===== config.mk =====
export PLATFORM = sky130hd
export DESIGN_NAME = reg_writeback_queue
export DESIGN_NICKNAME = d
export VERILOG_FILES = /design/src/rtl/reg_writeback_queue.sv
export SDC_FILE = /design/constraint.sdc
export NUM_CORES = 1
export LEC_CHECK = 0
export ABC_AREA = 1
export CAP_MARGIN = 20
export CORE_MARGIN = 2
export CORE_UTILIZATION = 50
export CTS_BUF_LIST = sky130_fd_sc_hd__clkbuf_8 sky130_fd_sc_hd__clkbuf_16
export CTS_CLUSTER_DIAMETER = 50
export DETAILED_ROUTE_END_ITERATION = 10
export GPL_TIMING_DRIVEN = 0
export HOLD_SLACK_MARGIN = 0.08
export PLACE_DENSITY_LB_ADDON = 0.25
export RECOVER_POWER = 25
export SLEW_MARGIN = 0
export SYNTH_ARGS = -nofsm -noshare
export SYNTH_HDL_FRONTEND = slang
export SYNTH_SLANG_ARGS = --single-unit

===== constraint.sdc =====
create_clock -name clock -period 3.5 [get_ports clock]
set_clock_uncertainty 0.1 [all_clocks]
set_input_delay 0.7 -clock clock [delete_from_list [all_inputs] [get_ports clock]]
set_output_delay 0.7 -clock clock [all_outputs]
set_load 0.01 [all_outputs]

===== src/rtl/reg_writeback_queue.sv =====
// Purpose: merge ALU and memory register writes into an in-order queue that feeds the register file write port, with pending-write forwarding.
// Latency: a write accepted at edge N is driven on enc/addrc/datac from edge N+1 to N+2; the qhit/qdata lookup is combinational.
// Backpressure: the readys come from the registered count only; memory has priority, and ALU is refused when only one slot is left and memory is also valid.
module reg_writeback_queue #(
    parameter int DEPTH  = 4,
    parameter int DATA_W = 32,
    parameter int ADDR_W = 5
) (
    input  logic                     clock,
    input  logic                     reset,
    input  logic                     mem_valid,
    output logic                     mem_ready,
    input  logic [ADDR_W-1:0]        mem_addr,
    input  logic [DATA_W-1:0]        mem_data,
    input  logic                     alu_valid,
    output logic                     alu_ready,
    input  logic [ADDR_W-1:0]        alu_addr,
    input  logic [DATA_W-1:0]        alu_data,
    output logic                     enc,
    output logic [ADDR_W-1:0]        addrc,
    output logic [DATA_W-1:0]        datac,
    input  logic [ADDR_W-1:0]        qaddr,
    output logic                     qhit,
    output logic [DATA_W-1:0]        qdata,
    output logic [$clog2(DEPTH):0]   count
);
    localparam int PW = $clog2(DEPTH);
    localparam int CW = PW + 1;

    typedef struct packed {
        logic [ADDR_W-1:0] addr;
        logic [DATA_W-1:0] data;
    } ent_t;

    ent_t              ent_q [DEPTH];
    ent_t              ent_d [DEPTH];
    logic [PW-1:0]     wr_ptr_q, wr_ptr_d;
    logic [PW-1:0]     rd_ptr_q, rd_ptr_d;
    logic [CW-1:0]     count_q, count_d;
    logic              enc_q, enc_d;
    logic [ADDR_W-1:0] addrc_q, addrc_d;
    logic [DATA_W-1:0] datac_q, datac_d;
    logic              mem_push, alu_push, pop;
    logic [PW-1:0]     alu_slot;
    logic [PW-1:0]     fwd_idx;

    // Readys look only at the registered count, so a pop in the same cycle does not free a slot until the next cycle.
    always_comb begin
        mem_ready = !reset && (count_q < CW'(DEPTH));
        alu_ready = !reset && ((count_q <= CW'(DEPTH - 2)) ||
                               ((count_q == CW'(DEPTH - 1)) && !mem_valid));
    end

    // Enqueue the memory write first, then the ALU write, and pop the head whenever the queue held something before this edge.
    always_comb begin
        mem_push = mem_valid && mem_ready && (mem_addr != '0);
        alu_push = alu_valid && alu_ready && (alu_addr != '0);
        pop      = (count_q != '0);
        ent_d    = ent_q;
        alu_slot = wr_ptr_q + PW'(mem_push);
        if (mem_push) ent_d[wr_ptr_q] = '{addr: mem_addr, data: mem_data};
        if (alu_push) ent_d[alu_slot] = '{addr: alu_addr, data: alu_data};
        wr_ptr_d = wr_ptr_q + PW'(mem_push) + PW'(alu_push);
        rd_ptr_d = rd_ptr_q + PW'(pop);
        count_d  = count_q + CW'(mem_push) + CW'(alu_push) - CW'(pop);
        enc_d    = pop;
        addrc_d  = pop ? ent_q[rd_ptr_q].addr : addrc_q;
        datac_d  = pop ? ent_q[rd_ptr_q].data : datac_q;
    end

    // Control and output registers; reset drops every queued entry and the write in flight.
    always_ff @(posedge clock) begin
        if (reset) begin
            wr_ptr_q <= '0;
            rd_ptr_q <= '0;
            count_q  <= '0;
            enc_q    <= 1'b0;
            addrc_q  <= '0;
            datac_q  <= '0;
        end else begin
            wr_ptr_q <= wr_ptr_d;
            rd_ptr_q <= rd_ptr_d;
            count_q  <= count_d;
            enc_q    <= enc_d;
            addrc_q  <= addrc_d;
            datac_q  <= datac_d;
        end
    end

    // Storage needs no reset; the pointers and count decide which entries are live.
    always_ff @(posedge clock) begin
        ent_q <= ent_d;
    end

    // Forwarding: the output register has the lowest priority, and a younger queue entry overrides an older match.
    always_comb begin
        qhit    = 1'b0;
        qdata   = '0;
        fwd_idx = '0;
        if (qaddr != '0) begin
            if (enc_q && (addrc_q == qaddr)) begin
                qhit  = 1'b1;
                qdata = datac_q;
            end
            for (int i = 0; i < DEPTH; i++) begin
                fwd_idx = rd_ptr_q + PW'(i);
                if ((CW'(i) < count_q) && (ent_q[fwd_idx].addr == qaddr)) begin
                    qhit  = 1'b1;
                    qdata = ent_q[fwd_idx].data;
                end
            end
        end
    end

    assign enc   = enc_q;
    assign addrc = addrc_q;
    assign datac = datac_q;
    assign count = count_q;
endmodule


==> results.md <==
Setup path:
- The most common cell type on the critical path is sky130_fd_sc_hd__nand2_1.
- The critical path capture point type is a primary output.
- Traced cell by cell, the critical path runs through buf_6 > buf_12 > buf_12 > buf_4 > buf_4 > nand2_1 > o21ai_1 > o21ai_1 > o21ai_0 > nand2_1 > nand2_1 > a21oi_2 > buf_2.
- The critical path is of the register to primary output type.
- Along the worst path, the maximum fanout reaches 10.
- The kind of cell adding the most delay to the critical path is buffers and inverters.
- Together, buffers and inverters on the worst path number 6.
- STA puts the critical path data required time at 2700 ps.
- Data on the critical path arrives at its endpoint at 2900 ps.
- The kind of launch point of the worst setup path is a register.
- In this design, the stage delay of the slowest critical-path cell is 380 ps.
- The worst-path cell with the longest stage delay is sky130_fd_sc_hd__dfxtp_4.

Routing:
- Before antenna repair, the detailed router went through 9 iterations.
- Across all layers, the routed design uses 17,000 vias.
- The final wirelength is 58,100 um.
- The average vias per placed instance is 5.77.
- Dividing the detail-routed wire length by the instance count gives 19.7 um.
- The violation count after the first detailed-routing iteration is 2,258.
- The number of design rule violations left after detail routing is 0.
- The detail route stage leaves a number of antenna-violating nets equal to 0.

CTS:
- The number of clock buffers inserted by TritonCTS is 17.
- After clock tree synthesis, the clock-pin slew on the worst setup and hold paths is 80 ps.
- The number of buffers between clock root and the deepest sink is 2.
- Clock tree synthesis selected as its root buffer the cell sky130_fd_sc_hd__clkbuf_16.
- The tree built by TritonCTS fans out to 193 sinks.
- The clock latency reported for the late side of the worst-skew pair is 470 ps.
- The clock tree synthesis step divided the H-tree into 4 levels.
- Buffers inserted to repair hold after CTS numbered 0.
- TritonCTS built the clock tree.

Pwr:
- VDD sags by at most 545 uV.
- The fraction of power spent switching nets is 52.5%.
- Summed over all nets, the switching power comes to 8.96 mW.
- Per report_power, the combinational group accounts for 62.7% of the total.
- The static leakage is 7.95 nW.
- In this run the power density over the cells is 1010 nW/um^2.
- The share of total power in the clock network is 12.5%.
- The sequential group share of total power is 24.8%.
- The cell-internal power is 8.10 mW.

Place:
- The routability-driven placement congestion ratio is 0.989.
- The post-place setup slack is -860 ps.
- After legalization and detailed placement, the total HPWL measured 43,900 um.
- The placed cell count is 2,862.
- The cell area after placement is 15,500 um^2.
- The count of buffers from port buffering is 157.

Worst hold path:
- The type of the most critical hold path is register to register.

Finish:
- The final standard cell count with taps included and fillers excluded is 2,943.
- The most common cell after layout, fill and taps aside is sky130_fd_sc_hd__nand2_1.
- From synthesis to final layout, the design area changed by 25.5%.
- The final antenna diode count is 0.
- The final layout contains 2,680 nets.
- The library cells used most frequently in the layout, excluding fill and tap cells, are sky130_fd_sc_hd__nand2_1 (824), sky130_fd_sc_hd__o21ai_0 (538), sky130_fd_sc_hd__nor2_1 (200), sky130_fd_sc_hd__dfxtp_1 (189), sky130_fd_sc_hd__inv_1 (169).
- Summing all non-filler instances in the final layout gives an area of 16,900 um^2.
- Of the cells placed in the final design, the portion with a size suffix greater than 1 is 13.0%.
- The final cell utilization of the core is 63.2%.

Timing:
- The measured slew at the worst slew-check pin is 998 ps.
- Measured against its own limit, the worst slew margin works out to 33.0%.
- The hold violation count in the final report was 0.
- Setup violations remaining at the end of the flow were counted as 33.
- The setup slack after layout is -203 ps.
- The maximum clock frequency is 270 MHz.
- The final critical path time including I/O delays and setup is 3700 ps.
- The number of pins exceeding their max-slew limit in the final report came to 0.
- The total negative slack for setup checks is -2790 ps.
- Setup repair after global routing could not meet its margin everywhere.
- The final critical-path share of the clock period is 106%.

Synth:
- Yosys printed 0 warnings.
- The fraction of registers with async set/reset is 0%.
- The sequential area share after synthesis is 28.7%.
- The count of flip-flops with a built-in enable after synthesis is 0.
- Each instance of the synthesized netlist takes up on average 5.70 um^2.
- For this run, the leading register cell type out of synthesis is sky130_fd_sc_hd__dfxtp_1.
- The number of nets produced by synthesis is 2,455.
- After synthesis, the netlist uses 37 different library cells.
- In the synthesized netlist, the number of instances is 2,364.
- After synthesis the netlist holds a flip-flop and latch count of 193.
- In this run the cell area of the synthesized design comes to 13,500 um^2.

Run:
- The number of violations of the max-capacitance limit is 0.

Global routing:
- Entering global routing, the biggest net connects 20 pins.
- The global router's overall resource usage is 40.2%.
- After global routing the overflow that remains totals 0.
- The number of global-route vias before repair is 15,000.
- The global-route wire length before repair is 87,500 um.
- The number of antenna violations at the first check in global routing came to 0.

Outcome:
- The checks that failed: negative setup slack.
- The flow ran to the end, but the final reports show violations.

Die:
- The count of standard-cell rows is 60.
- The vertical extent of the die is 168 um.
- The boundary pin count is 159.
- The overall die area is 28,300 um^2.
- The initial cell density of the core is 50.4%.
- The core region is 26,700 um^2.
- The overall die width is 168 um.
[sequential cells by signal (all words and copies together) (netlist names)]
signal and flops:
addrc 5, count 3, datac 32, enc 1, ent_q 148, rd_ptr_q 2, wr_ptr_q 2
[timing repair]
item | CTS | global route
resized for setup | 304 | 132
pin swaps | 42 | 33
cloned | 4 | 5
hold endpoints to repair | 0 | 0
setup buffers | 39 | 4
endpoints found under the setup margin | 98 | 126
[layout make-up]
type	count	area [um^2]
clock buffers	17	425
inverters	175	673
plain buffers	168	987
flip-flops and latches	193	3870
fillers	2597	9820
multi-input cells	1825	8440
clock inverters	15	200
well taps	341	427
repair buffers	207	1860
repair inverters	2	15.0
[power groups by stage]
stage	logic, mW	registers, mW	clock network (mW)
2_1_floorplan	6.00	3.87	0
3_3_place_gp	9.08	4.14	0
3_5_place_dp	9.27	4.17	0
4_1_cts	9.86	4.15	2.12
5_1_grt	11.6	4.31	2.21
6_report	10.7	4.23	2.13
[worst paths after layout]
path / from / endpoint / slack, ps / cells past startpoint
min: datac[15] / datac[15] / 460 / 2
max: rd_ptr_q[0] / qdata[27] / -200 / 13
max reg2reg: count[0] / count[1] / 0 / 9
min reg2reg: datac[15] / datac[15] / 460 / 2
[worst register-to-register path: stages, from the launching register on]
cell and delay [ps]:
sky130_fd_sc_hd__dfxtp_1 340, sky130_fd_sc_hd__nor3_1 820, sky130_fd_sc_hd__inv_1 350, sky130_fd_sc_hd__clkbuf_1 370
sky130_fd_sc_hd__ha_1 400, sky130_fd_sc_hd__fa_1 400, sky130_fd_sc_hd__inv_1 80, sky130_fd_sc_hd__fa_1 410
sky130_fd_sc_hd__inv_1 60, sky130_fd_sc_hd__nor2_1 40
[synthesized netlist by cell type (all sizes together) (4+ instances only)]
| library cell | instances | area share, % |
|---|---|---|
| nand2 | 848 | 24 |
| o21ai | 629 | 23 |
| nor2 | 215 | 6.0 |
| dfxtp | 193 | 29 |
| inv | 174 | 4.9 |
| clkbuf | 96 | 2.7 |
| buf | 75 | 3.3 |
| nand3 | 54 | 2.2 |
| a21oi | 43 | 2.5 |
| xor2 | 9 | 0.59 |
| ha | 6 | 0.56 |
| nand4 | 4 | 0.19 |
| nor3 | 4 | 0.15 |
[per-stage QoR]
step / hold WS [ps] / total power, mW
after CTS: 463 / 16.1
after global routing: 479 / 18.2
after floorplan: 430 / 9.87
after global placement: 434 / 13.2
after detailed placement: 443 / 13.4
final: 459 / 17.1
[per-layer routing]
metal / share of wire [%] / up-vias / track usage (%)
li1: - / 8018 / -
met1: 42 / 7706 / 57.6
met2: 41 / 1130 / 59.3
met3: 13 / 140 / 10.1
met4: 3.5 / 0 / 12.2
met5: 0 / - / 0
[kinds of logic after synthesis]
kind of cell	after synthesis	share of synthesized area, %
buffers and inverters	346	10.9
flip-flops	193	28.7
adder cells (fa/ha/maj)	8	0.855
XOR/XNOR	11	0.716
AO/OA/AOI/OAI	675	26.0
multiplexers	2	0.149
AND/OR/NAND/NOR	1129	32.6
Power figures use the tool's default switching activity.
